[config.mk]
export PLATFORM = sky130hd
export DESIGN_NAME = ts_ep3_packer
export DESIGN_NICKNAME = d
export VERILOG_FILES = /design/src/rtl/ts_pkg.sv /design/src/rtl/ts_sat_cnt.sv /design/src/rtl/ts_ep3_packer.sv
export SDC_FILE = /design/constraint.sdc
export NUM_CORES = 1
export LEC_CHECK = 0
export ABC_AREA = 0
export CAP_MARGIN = 20
export CORE_MARGIN = 1.5
export CORE_UTILIZATION = 45
export DETAILED_ROUTE_END_ITERATION = 16
export GPL_TIMING_DRIVEN = 0
export PLACE_DENSITY = 0.79
export SLEW_MARGIN = 20
export SYNTH_ARGS = -nofsm -noshare
export SYNTH_HDL_FRONTEND = slang
export SYNTH_HIERARCHICAL = 1
export SYNTH_SLANG_ARGS = --single-unit
[constraint.sdc]
create_clock -name ext_clk -period 3.41 [get_ports ext_clk]
set_clock_uncertainty 0.05 [all_clocks]
set_input_delay 0.682 -clock ext_clk [delete_from_list [all_inputs] [get_ports ext_clk]]
set_output_delay 0.682 -clock ext_clk [all_outputs]
set_load 0.02 [all_outputs]
[src/rtl/ts_pkg.sv]
// Shared definitions for the EP3 transport-stream packer: FSM states,
// TS framing constants and the endpoint transfer limit.
package ts_pkg;

  typedef enum logic [2:0] {
    ST_IDLE,
    ST_HUNT,
    ST_FILL,
    ST_COMMIT,
    ST_ACK_WAIT
  } state_t;

  localparam int         TS_PKT_LEN   = 188;
  localparam logic [7:0] TS_SYNC      = 8'h47;
  localparam int         EP3_MAX_XFER = 1024;

  function automatic logic [15:0] sat_inc(input logic [15:0] value);
    return (value == 16'hFFFF) ? value : value + 16'd1;
  endfunction

endpackage

[src/rtl/ts_sat_cnt.sv]
// 16-bit event counter that sticks at all-ones; cleared only by reset.
module ts_sat_cnt
  import ts_pkg::*;
(
  input  logic        clk,
  input  logic        rst_n,
  input  logic        inc,
  output logic [15:0] count
);

  logic [15:0] count_reg;

  always_ff @(posedge clk or negedge rst_n) begin
    if (!rst_n) begin
      count_reg <= '0;
    end else if (inc) begin
      count_reg <= sat_inc(count_reg);
    end
  end

  assign count = count_reg;

endmodule

[src/rtl/ts_ep3_packer.sv]
// Aligns a byte-wide MPEG-TS stream to packets and packs whole packets into
// the EP3 endpoint buffer. Optional idle flush: define TS_EP3_PACKER_FLUSH_EN.
module ts_ep3_packer
  import ts_pkg::*;
#(
  parameter int         PKT_LEN       = TS_PKT_LEN,
  parameter int         PKTS_PER_XFER = 5,
  parameter int         ADDR_W        = 11,
  parameter logic [7:0] SYNC_BYTE     = TS_SYNC
`ifdef TS_EP3_PACKER_FLUSH_EN
  ,
  parameter logic [15:0] TIMEOUT_CYC  = 16'd50000
`endif
) (
  input  logic              ext_clk,
  input  logic              reset_n,
  input  logic              enable,
  input  logic [7:0]        ts_data,
  input  logic              ts_valid,
  input  logic              ts_sop,
  output logic [ADDR_W-1:0] buf_in_addr,
  output logic [7:0]        buf_in_data,
  output logic              buf_in_wren,
  input  logic              buf_in_ready,
  output logic              buf_in_commit,
  output logic [10:0]       buf_in_commit_len,
  input  logic              buf_in_commit_ack,
  output logic [15:0]       drop_cnt,
  output logic [15:0]       sync_err_cnt,
  output logic              busy
);

  state_t            state_reg, state_next;
  logic [ADDR_W-1:0] base_reg, base_next;
  logic [7:0]        byte_cnt_reg, byte_cnt_next;
  logic [3:0]        pkt_cnt_reg, pkt_cnt_next;
  logic              commit_reg, commit_next;
  logic [10:0]       commit_len_reg, commit_len_next;
  logic [ADDR_W-1:0] addr_reg;
  logic [7:0]        data_reg;
  logic              wren_reg;

  logic              do_write;
  logic [ADDR_W-1:0] write_at;
  logic              drop_inc;
  logic              sync_inc;

  logic              sop_v;
  logic              sync_ok;
  logic              last_byte;
  logic              last_pkt;
  logic [ADDR_W-1:0] pkt_end;

`ifdef TS_EP3_PACKER_FLUSH_EN
  logic [15:0]       idle_reg, idle_next;
`endif

  assign sop_v     = ts_valid & ts_sop;
  assign sync_ok   = (ts_data == SYNC_BYTE);
  assign last_byte = (byte_cnt_reg == 8'(PKT_LEN - 1));
  assign last_pkt  = (pkt_cnt_reg == 4'(PKTS_PER_XFER - 1));
  assign pkt_end   = base_reg + ADDR_W'(PKT_LEN);

  always_comb begin
    state_next      = state_reg;
    base_next       = base_reg;
    byte_cnt_next   = byte_cnt_reg;
    pkt_cnt_next    = pkt_cnt_reg;
    commit_next     = commit_reg;
    commit_len_next = commit_len_reg;
    do_write        = 1'b0;
    write_at        = base_reg;
    drop_inc        = 1'b0;
    sync_inc        = 1'b0;

    case (state_reg)
      ST_IDLE: begin
        drop_inc = sop_v;
        if (enable && buf_in_ready) begin
          state_next    = ST_HUNT;
          base_next     = '0;
          byte_cnt_next = '0;
          pkt_cnt_next  = '0;
        end
      end

      ST_HUNT: begin
        if (!enable) begin
          state_next = ST_IDLE;
        end else if (sop_v) begin
          if (sync_ok) begin
            do_write      = 1'b1;
            byte_cnt_next = 8'd1;
            state_next    = ST_FILL;
          end else begin
            sync_inc = 1'b1;
          end
        end
      end

      ST_FILL: begin
        if (!enable) begin
          state_next = ST_IDLE;
        end else if (ts_valid) begin
          if (ts_sop || byte_cnt_reg == 8'd0) begin
            // Any sop or boundary byte rewinds to the current packet start;
            // only a good sop exactly at a boundary is error-free.
            sync_inc      = (byte_cnt_reg != 8'd0) || !(ts_sop && sync_ok);
            byte_cnt_next = '0;
            if (ts_sop && sync_ok) begin
              do_write      = 1'b1;
              byte_cnt_next = 8'd1;
            end else begin
              state_next = ST_HUNT;
            end
          end else begin
            do_write = 1'b1;
            write_at = base_reg + ADDR_W'(byte_cnt_reg);
            if (last_byte) begin
              byte_cnt_next = '0;
              base_next     = pkt_end;
              pkt_cnt_next  = pkt_cnt_reg + 4'd1;
              if (last_pkt) begin
                state_next      = ST_COMMIT;
                commit_next     = 1'b1;
                commit_len_next = 11'(pkt_end);
              end
            end else begin
              byte_cnt_next = byte_cnt_reg + 8'd1;
            end
          end
        end
      end

      ST_COMMIT: begin
        drop_inc = sop_v;
        if (buf_in_commit_ack) begin
          commit_next = 1'b0;
          state_next  = ST_ACK_WAIT;
        end
      end

      ST_ACK_WAIT: begin
        drop_inc = sop_v;
        if (!buf_in_commit_ack) begin
          state_next = ST_IDLE;
        end
      end

      default: begin
        state_next = ST_IDLE;
      end
    endcase

`ifdef TS_EP3_PACKER_FLUSH_EN
    // Idle cycles only count once something worth committing exists.
    idle_next = '0;
    if ((state_reg == ST_HUNT || state_reg == ST_FILL) && enable &&
        pkt_cnt_reg != 4'd0 && !ts_valid) begin
      idle_next = idle_reg + 16'd1;
      if (idle_next == TIMEOUT_CYC) begin
        state_next      = ST_COMMIT;
        commit_next     = 1'b1;
        commit_len_next = 11'(base_reg);
        byte_cnt_next   = '0;
      end
    end
`endif
  end

  always_ff @(posedge ext_clk or negedge reset_n) begin
    if (!reset_n) begin
      state_reg      <= ST_IDLE;
      base_reg       <= '0;
      byte_cnt_reg   <= '0;
      pkt_cnt_reg    <= '0;
      commit_reg     <= 1'b0;
      commit_len_reg <= '0;
      addr_reg       <= '0;
      data_reg       <= '0;
      wren_reg       <= 1'b0;
    end else begin
      state_reg      <= state_next;
      base_reg       <= base_next;
      byte_cnt_reg   <= byte_cnt_next;
      pkt_cnt_reg    <= pkt_cnt_next;
      commit_reg     <= commit_next;
      commit_len_reg <= commit_len_next;
      wren_reg       <= do_write;
      if (do_write) begin
        addr_reg <= write_at;
        data_reg <= ts_data;
      end
    end
  end

`ifdef TS_EP3_PACKER_FLUSH_EN
  always_ff @(posedge ext_clk or negedge reset_n) begin
    if (!reset_n) begin
      idle_reg <= '0;
    end else begin
      idle_reg <= idle_next;
    end
  end
`endif

  // Index 0 counts dropped packets, index 1 counts framing errors.
  logic [1:0]  cnt_inc;
  logic [15:0] cnt_val [2];

  assign cnt_inc = {sync_inc, drop_inc};

  for (genvar gi = 0; gi < 2; gi++) begin : g_cnt
    ts_sat_cnt u_cnt (
      .clk   (ext_clk),
      .rst_n (reset_n),
      .inc   (cnt_inc[gi]),
      .count (cnt_val[gi])
    );
  end

  assign buf_in_addr       = addr_reg;
  assign buf_in_data       = data_reg;
  assign buf_in_wren       = wren_reg;
  assign buf_in_commit     = commit_reg;
  assign buf_in_commit_len = commit_len_reg;
  assign drop_cnt          = cnt_val[0];
  assign sync_err_cnt      = cnt_val[1];
  assign busy              = (state_reg != ST_IDLE);

endmodule

# Word level (Yosys, flattened, before mapping)

Cells that the tools add are included.

Input port bits: 15
Output and inout bits: 65
Register bits: 90
Logic and storage cells: 129

Bitwise logic cells: 4
Equality and inequality tests: 26
Mux-type cells: 62
$add $sub $neg: 6
Reductions and logical operators: 20

Operator list:

| kind                                                                  | count |
|---|---|
| 11-bit two-way mux                                                    | 9 |
| 8-bit two-way mux                                                     | 8 |
| 3-bit two-way mux                                                     | 12 |
| 16-bit by 1-bit adder with 16-bit output, second input constant       | 2 |
| 16-bit equality test, second input constant                           | 2 |
| 8-bit case mux with 3 select lines                                    | 1 |
| 2-bit inequality test, second input constant                          | 11 |
| 11-bit case mux with 2 select lines                                   | 1 |
| 1-bit two-way mux                                                     | 21 |
| 4-bit two-way mux                                                     | 5 |
| 3-bit case mux with 5 select lines                                    | 1 |
| 7-bit AND reduction                                                   | 2 |
| 4-bit inequality test, second input constant                          | 3 |
| 6-bit AND reduction                                                   | 2 |
| 11-bit by 8-bit adder with 11-bit output                              | 1 |
| 11-bit by 8-bit adder with 11-bit output, second input constant       | 1 |
| 3-bit inequality test, second input constant                          | 3 |
| 9-bit AND reduction                                                   | 1 |
| 8-bit by 1-bit adder with 8-bit output, second input constant         | 1 |
| 8-bit by 7-bit equality test with 1-bit output, second input constant | 1 |
| 8-bit equality test, second input constant                            | 1 |
| 8-bit logical NOT                                                     | 1 |
| 4-bit case mux with 2 select lines                                    | 1 |
| 8-bit nonzero test                                                    | 1 |
| other kinds (16)                                                      | 26 |

# Logic depth before layout (Yosys ltp)

Gate-level depths: netlist (run 1).

Depth in word-level cells: 9
Gate-level depth with buffers: 9

# Cells and area by module

Netlist (run 1), hierarchy kept.

Modules (own cells, without submodules):

| module                      | area an instance (um^2) | sequential area each (um^2) | times used | cells each |
|---|---|---|---|---|
| ts_ep3_packer               | 3093.0                  | 1351.3                      | 1          | 322 |
| ts_sat_cnt (g_cnt[1].u_cnt) | 867.1                   | 400.4                       | 1          | 78 |
| ts_sat_cnt (g_cnt[0].u_cnt) | 809.5                   | 400.4                       | 1          | 72 |

# Worst setup path before layout (run 1)

No wires, ideal clock.

Path kind: in2reg
Start point: input ts_data[5]
End point: register g_cnt[1].u_cnt.count_reg[8]
Required time: 3.233 ns
Path slack: 0.739 ns
Buffers on the path: 0
Stages: 9
Data arrival time: 2.494 ns
Cells stage by stage: or4b_4 > nor3_2 > nand4_1 > a31oi_1 > nor2_1 > nand2_1 > nor2_1 > and3_1 > mux2_1

Longest elaborated chain between the ends: 9
Elaborated cells on any way between the ends: 12

Ends and longest elaborated chain:

| what                                               | line                 | source |
|---|---|---|
| start: declaration                                 | ts_ep3_packer.sv:18  | `input logic [7:0] ts_data,` |
| 8-bit by 7-bit equality test with 1-bit output (*) | ts_ep3_packer.sv:59  | `assign sync_ok = (ts_data == SYNC_BYTE);` |
| 1-bit logical AND                                  | ts_ep3_packer.sv:108 | `sync_inc = (byte_cnt_reg != 8'd0) \|\| !(ts_sop && sync_ok);` |
| 1-bit logical NOT                                  | ts_ep3_packer.sv:108 |  |
| 1-bit logical OR                                   | ts_ep3_packer.sv:108 |  |
| 1-bit two-way mux                                  | ts_ep3_packer.sv:105 | `if (ts_sop \|\| byte_cnt_reg == 8'd0) begin` |
| 1-bit two-way mux                                  | ts_ep3_packer.sv:104 | `end else if (ts_valid) begin` |
| 1-bit two-way mux                                  | ts_ep3_packer.sv:102 | `if (!enable) begin` |
| 1-bit case mux with 2 select lines (*)             | ts_ep3_packer.sv:76  | `case (state_reg)` |
| via sync_inc                                       | ts_ep3_packer.sv:46  | `logic sync_inc;` |
| 2-bit AND reduction (no source line) (*)           | --                   |  |
| end signal: assignment                             | ts_sat_cnt.sv:17     | `count_reg <= sat_inc(count_reg);` |
| end: declaration                                   | ts_sat_cnt.sv:11     | `logic [15:0] count_reg;` |

The timed path passes the listed nets; every way through them passes the cells marked *.
A chain may end at the register's enable or synchronous reset.

# Final worst setup path (run 1)

Start point: input enable
End point: register g_cnt[1].u_cnt.count_reg[15]

Longest elaborated chain between the ends: 3
Elaborated cells on any way between the ends: 4

Ends and longest elaborated chain:

| what                                        | line                                      | source |
|---|---|---|
| start: declaration                          | ts_ep3_packer.sv:17                       | `input logic enable,` |
| 1-bit two-way mux, on equally long branches | ts_ep3_packer.sv:102, ts_ep3_packer.sv:88 |  |
| 1-bit case mux with 2 select lines (*)      | ts_ep3_packer.sv:76                       |  |
| via sync_inc                                | ts_ep3_packer.sv:46                       |  |
| 2-bit AND reduction (no source line) (*)    | --                                        |  |

Marks and branches as above.

==> results.toml, run 1 <==
[synthesis]
ys_types = 67
yosysTopAreaCell = "dfrtp_1"
synth.mux.area_fraction_pct = 6.09
async_flop_share_pct = 100
synth_xor_area_share_pct = 6.43
synthSimpleGateAreaFrac_pct = 22.0
synth_top_cell_area_share_pct = 45.1
synth-edff-count = 0
synthFlopType = "dfrtp_1"
synth_area_um2 = 4770
synth_top_family_by_area = "simple AND/OR/NAND/NOR gates"
synth_seq_area_share_pct = 45.1
synth_compound_area_share_pct = 12.7
postSynthCellCount = 472
ys_ff_latch = 86
synthTopCellsByArea = "dfrtp_1 45%, nor2_1 4.1%, ha_1 3.7%, mux2_2 3.3%, xor2_1 3.3%"
yosysWarnings = 6
avgSynthCellArea_um2 = 10.1
synth_fa_ha_area_share_pct = 3.67

[cells_and_area]
drive_gt1_share_pct = 13.1
final_common_cell = "dfrtp_1"
n_antenna_cell = 0
fin_nets = 591
largest_reg_flops = 32
post-route-util_pct = 57.2
layout_common_cells = "86 x dfrtp_1, 75 x clkdlybuf4s50_1, 52 x nor2_1"
fillers = 858
area_delta_synth_final_pct = 23.7

[setup_path]
cp.arrival_ps = 3320
cp_num_buf_inv = 1
reg2reg_depth = 8
slowest_delay_ps = 600
crit_fanout = 6
path_delay_family = "simple AND/OR/NAND/NOR gates"
startpoint_type = "input pin"
crit_type = "in2reg"
r2r_end = "g_cnt[1].u_cnt/count[15]"
endpoint_kind = "flip-flop"
crit_chain = "clkdlybuf4s50_1 -> nor4bb_1 -> a41oi_1 -> nor2_1 -> nand3_1 -> nor4_4 -> nand4_1 -> mux2_1"
rrSetupSlack_ps = 690
crit_slowest_cell = "nor4bb_1"
cp.required_ps = 3610
r2r_start = "state_reg[1]"

[sta]
max_freq_ghz = 0.321
rsz0062_at_grt = "false"
setup_viol = 0
fin_crit_sh_pct = 91.4
hold_viol_final = 0
slew_headroom_pct = 58.4
finalCriticalPeriod_ps = 3120
tightestPinTransition_ps = 615
report.final.slew_viol_count = 0
fin_ws_ps = 295

[grt]
grt.total_usage_pct = 19.4
grt_pass1_wl_um = 17300
antenna_found_initial = 0
grt_pass1_vias = 3611
grt_remaining_overflow = 0
grt_max_degree = 49

[worst_hold_path]
holdCritPathClass = "in2async"

[floorplan]
io_pins = 80
die_height_um = 106
fp.coreArea_um2 = 10300
rows = 37
die_w_um = 106
die-area_um2 = 11200
start_util_pct = 46.2

[power]
switching_power_mw = 1.11
internal_power_mw = 1.99
switching_share_pct = 35.8
power.total_mw = 3.10
pwr-share-seq_pct = 43.5
ir_drop_uv = 340
combPwrFrac_pct = 35.6
p_leak_nw = 2.59
p_per_area_nw_per_um2 = 525
p_clk_share_pct = 20.9

[outcome]
status = "finished clean"

[detailed_routing]
vias = 3840
drc = 0
ant_nets = 0
routed_wl_um = 10200
avgRoutedWirePerCell_um = 14.5
initialDrtViolationCount = 202
vias_per_cell = 5.46
first_pass_iters = 5

[clock_network]
cts.sinks = 86
cts.clk_slew.worst_paths_ps = 90
htree_levels = 3
cts_tree = "yes"
cts_max_path_buffers = 2
clock_latency_ps = 370
post_cts_buffers = 0
cts_resized = 0
cts_root_buffer = "clkbuf_8"
hold_buffers = 0
cts_inserted_buffers = 9

[placed_design]
place_ws_ps = -97.4
place_congestion = 0.861
hpwl_um = 7590
numPortBuffers = 76

[flow_run]
drv_cap = 0
==> power groups by stage <==
stage                     combinational [mW]  sequential (mW)  clock (mW)
after floorplan                        0.475             1.52           0
after global placement                  1.07             1.36           0
after detailed placement                1.11             1.37           0
after CTS                               1.11             1.35       0.665
after global routing                    1.20             1.38       0.715
final                                   1.10             1.35       0.647
==> cell families (layout without fill, tap and decap cells) <==
logic type	count (synthesis)	in the layout
buffers and inverters	37	130
muxes	26	26
adders and majority gates	14	14
other	1	3
AOI/OAI and AO/OA	95	95
and+or+nand+nor	178	178
xor gates and xnor gates	35	35
DFF	86	86
==> cells in the mapped netlist, types with 4 or more instances <==
master / instances
nand4_1: 12
dfrtp_1: 86
xnor2_1: 17
xor2_1: 18
a21oi_1: 31
mux2i_1: 5
nor2_1: 52
o21ai_0: 26
a31oi_1: 5
mux2_2: 14
nor3_1: 14
nand2b_1: 5
and3_1: 5
buf_2: 4
nand3_2: 5
nand3_1: 17
mux2_1: 6
buf_4: 6
nand2_1: 29
a211oi_1: 5
ha_1: 14
inv_1: 23
==> how the worst max path moves through the flow <==
stage	to	cells past startpoint	startpoint
floorplan	g_cnt[1].u_cnt/count[8]	9	ts_data[5]
global placement	g_cnt[1].u_cnt/count[8]	1	reset_n
detailed placement	g_cnt[1].u_cnt/count[15]	8	enable
CTS	g_cnt[1].u_cnt/count[15]	8	enable
global route	g_cnt[1].u_cnt/count[11]	8	enable
finish	g_cnt[1].u_cnt/count[15]	8	enable
==> metal layers <==
| metal | GRT usage, % | vias to the layer above | share of wire, % |
|---|---|---|---|
| li1 | - | 1862 | - |
| met1 | 25.4 | 1871 | 45 |
| met2 | 31.6 | 95 | 49 |
| met3 | 3.56 | 12 | 3.9 |
| met4 | 8.01 | 0 | 1.8 |
| met5 | 0 | - | 0 |
==> per-stage QoR <==
step | hold slack, ps | cell area, um^2 | setup TNS, ps | instances
detailed placement | 431 | 5730 | -203 | 687
floorplan | 336 | 4780 | 0 | 474
global placement | 418 | 5710 | -125460 | 686
global route | 264 | 5900 | 0 | 703
finish | 238 | 5900 | 0 | 703
CTS | 247 | 5900 | 0 | 703
==> layout make-up <==
class | instances | area (um^2) | area share (%)
Multi-Input combinational cell | 351 | 2440 | 41.4
Inverter | 23 | 86.3 | 1.46
Sequential cell | 86 | 2150 | 36.5
Clock inverter | 4 | 22.5 | 0.382
Tap cell | 136 | 170 | 2.88
Timing Repair Buffer | 77 | 786 | 13.3
Buffer | 14 | 97.6 | 1.65
Clock buffer | 12 | 145 | 2.46
No activity file was read; power rests on OpenSTA's default activity.
==> inputs of run 2 (changes only) <==
--- a/config.mk
+++ b/config.mk
@@ -7,11 +7,13 @@
 export LEC_CHECK = 0
 export ABC_AREA = 0
 export CAP_MARGIN = 20
+export CELL_PAD_IN_SITES_DETAIL_PLACEMENT = 0
+export CELL_PAD_IN_SITES_GLOBAL_PLACEMENT = 1
 export CORE_MARGIN = 1.5
 export CORE_UTILIZATION = 45
 export DETAILED_ROUTE_END_ITERATION = 16
 export GPL_TIMING_DRIVEN = 0
-export PLACE_DENSITY = 0.79
+export PLACE_DENSITY = 0.95
 export SLEW_MARGIN = 20
 export SYNTH_ARGS = -nofsm -noshare
 export SYNTH_HDL_FRONTEND = slang
==> run 2 against run 1 <==
Wire length up 3.7%. Highest routed layer unchanged. Global-route usage is 0.42 points higher. Largest cell class unchanged. Cell count unchanged.
==> results.toml, run 2 (synthesized netlist as in run 1, its figures left out) <==
[outcome]
status = "finished clean"

[floorplan]
die_height_um = 106
rows = 37
fp.coreArea_um2 = 10300
die_w_um = 106
io_pins = 80
die-area_um2 = 11200
start_util_pct = 46.2

[sta]
max_freq_ghz = 0.315
finalCriticalPeriod_ps = 3170
fin_crit_sh_pct = 93.0
setup_viol = 0
rsz0062_at_grt = "false"
hold_viol_final = 0
fin_ws_ps = 238
setup_tns_ps = 0
holdWs_ps = 206
slew_headroom_pct = 58.3
tightestPinTransition_ps = 617
report.final.slew_viol_count = 0

[detailed_routing]
initialDrtViolationCount = 201
vias_per_cell = 5.39
vias = 3786
avgRoutedWirePerCell_um = 15.0
drc = 0
first_pass_iters = 4
ant_nets = 0
routed_wl_um = 10600

[grt]
grt_pass1_wl_um = 17800
antenna_found_initial = 0
grt.total_usage_pct = 19.8
grt_pass1_vias = 3716
grt_max_degree = 56
grt_remaining_overflow = 0

[setup_path]
crit_slowest_cell = "nor4bb_1"
startpoint_type = "input pin"
endpoint_kind = "flip-flop"
slowest_delay_ps = 600
cp.required_ps = 3610
crit_fanout = 6
crit_chain = "clkdlybuf4s50_1 -> nor4bb_1 -> a41oi_1 -> nor2_1 -> nand3_1 -> nor4_4 -> nand4_1 -> mux2_1"
cp.arrival_ps = 3370
crit_type = "in2reg"
path_delay_family = "simple AND/OR/NAND/NOR gates"
cp_num_buf_inv = 1

[cells_and_area]
drive_gt1_share_pct = 13.4
n_antenna_cell = 0
largest_reg_flops = 32
fin_nets = 591
final_common_cell = "dfrtp_1"
layout_common_cells = "86 x dfrtp_1, 75 x clkdlybuf4s50_1, 52 x nor2_1"
area_delta_synth_final_pct = 25.1

[clock_network]
cts.sinks = 86
cts_tree = "yes"
cts_resized = 0
cts_inserted_buffers = 9
htree_levels = 3
post_cts_buffers = 0
hold_buffers = 0
clock_latency_ps = 360
cts_max_path_buffers = 2
cts.clk_slew.worst_paths_ps = 90
cts_root_buffer = "clkbuf_8"

[power]
power.total_mw = 3.28
p_per_area_nw_per_um2 = 549
ir_drop_uv = 328
p_leak_nw = 2.62

[placed_design]
hpwl_um = 7780
numPortBuffers = 76
place_ws_ps = -136
place_congestion = 0.810

[flow_run]
drv_cap = 0

[worst_hold_path]
holdCritPathClass = "in2async"
run 2: cell types whose count changed in the layout (fill, tap and decap cells not counted):
cell,before,now
clkbuf_1,4,2
clkinv_2,3,1
bufinv_16,0,2
clkbuf_8,11,12
clkinv_4,0,1
run 2: power breakdown:
part	switching, mW	internal (mW)
clock	0.375	0.453
combinational	0.581	0.516
sequential	0.162	1.19
run 2: stage by stage:
stage               instance area (um^2)  instances  utilization, %
finish                              5970        703            57.8
global route                        5970        703            57.8
CTS                                 5970        703            57.8
detailed placement                  5730        687            55.5
global placement                    5710        686            55.3
floorplan                           4780        474               -
run 2: per-layer routing:
metal | vias up | global-route usage (%) | wire length, um
li1 | 1860 | - | -
met1 | 1830 | 26.5 | 4860
met2 | 81 | 31.5 | 5080
met3 | 15 | 4.48 | 446
met4 | 0 | 7.34 | 182
met5 | - | 0 | 0
run 2: worst paths after layout:
path                                 from                  endpoint  slack, ps  cells after the start
max                                enable  g_cnt[1].u_cnt/count[15]        240                      8
min                               reset_n     buf_in_commit_len[10]        210                      1
max reg2reg                  state_reg[1]  g_cnt[1].u_cnt/count[15]        650                      8
min reg2reg                buf_in_addr[3]            buf_in_addr[3]        440                      1
max in group asynchronous         reset_n   g_cnt[1].u_cnt/count[8]       2480                      2
min in group ext_clk       buf_in_addr[3]            buf_in_addr[3]        440                      1
run 2: layout make-up:
| type | instances | area, um^2 |
|---|---|---|
| Clock buffer | 11 | 151 |
| Fill cell | 889 | 4360 |
| Buffer | 14 | 97.6 |
| Multi-Input combinational cell | 351 | 2440 |
| Timing Repair Buffer | 77 | 786 |
| Inverter | 23 | 86.3 |
| Tap cell | 136 | 170 |
| Sequential cell | 86 | 2150 |
| Clock inverter | 5 | 81.3 |
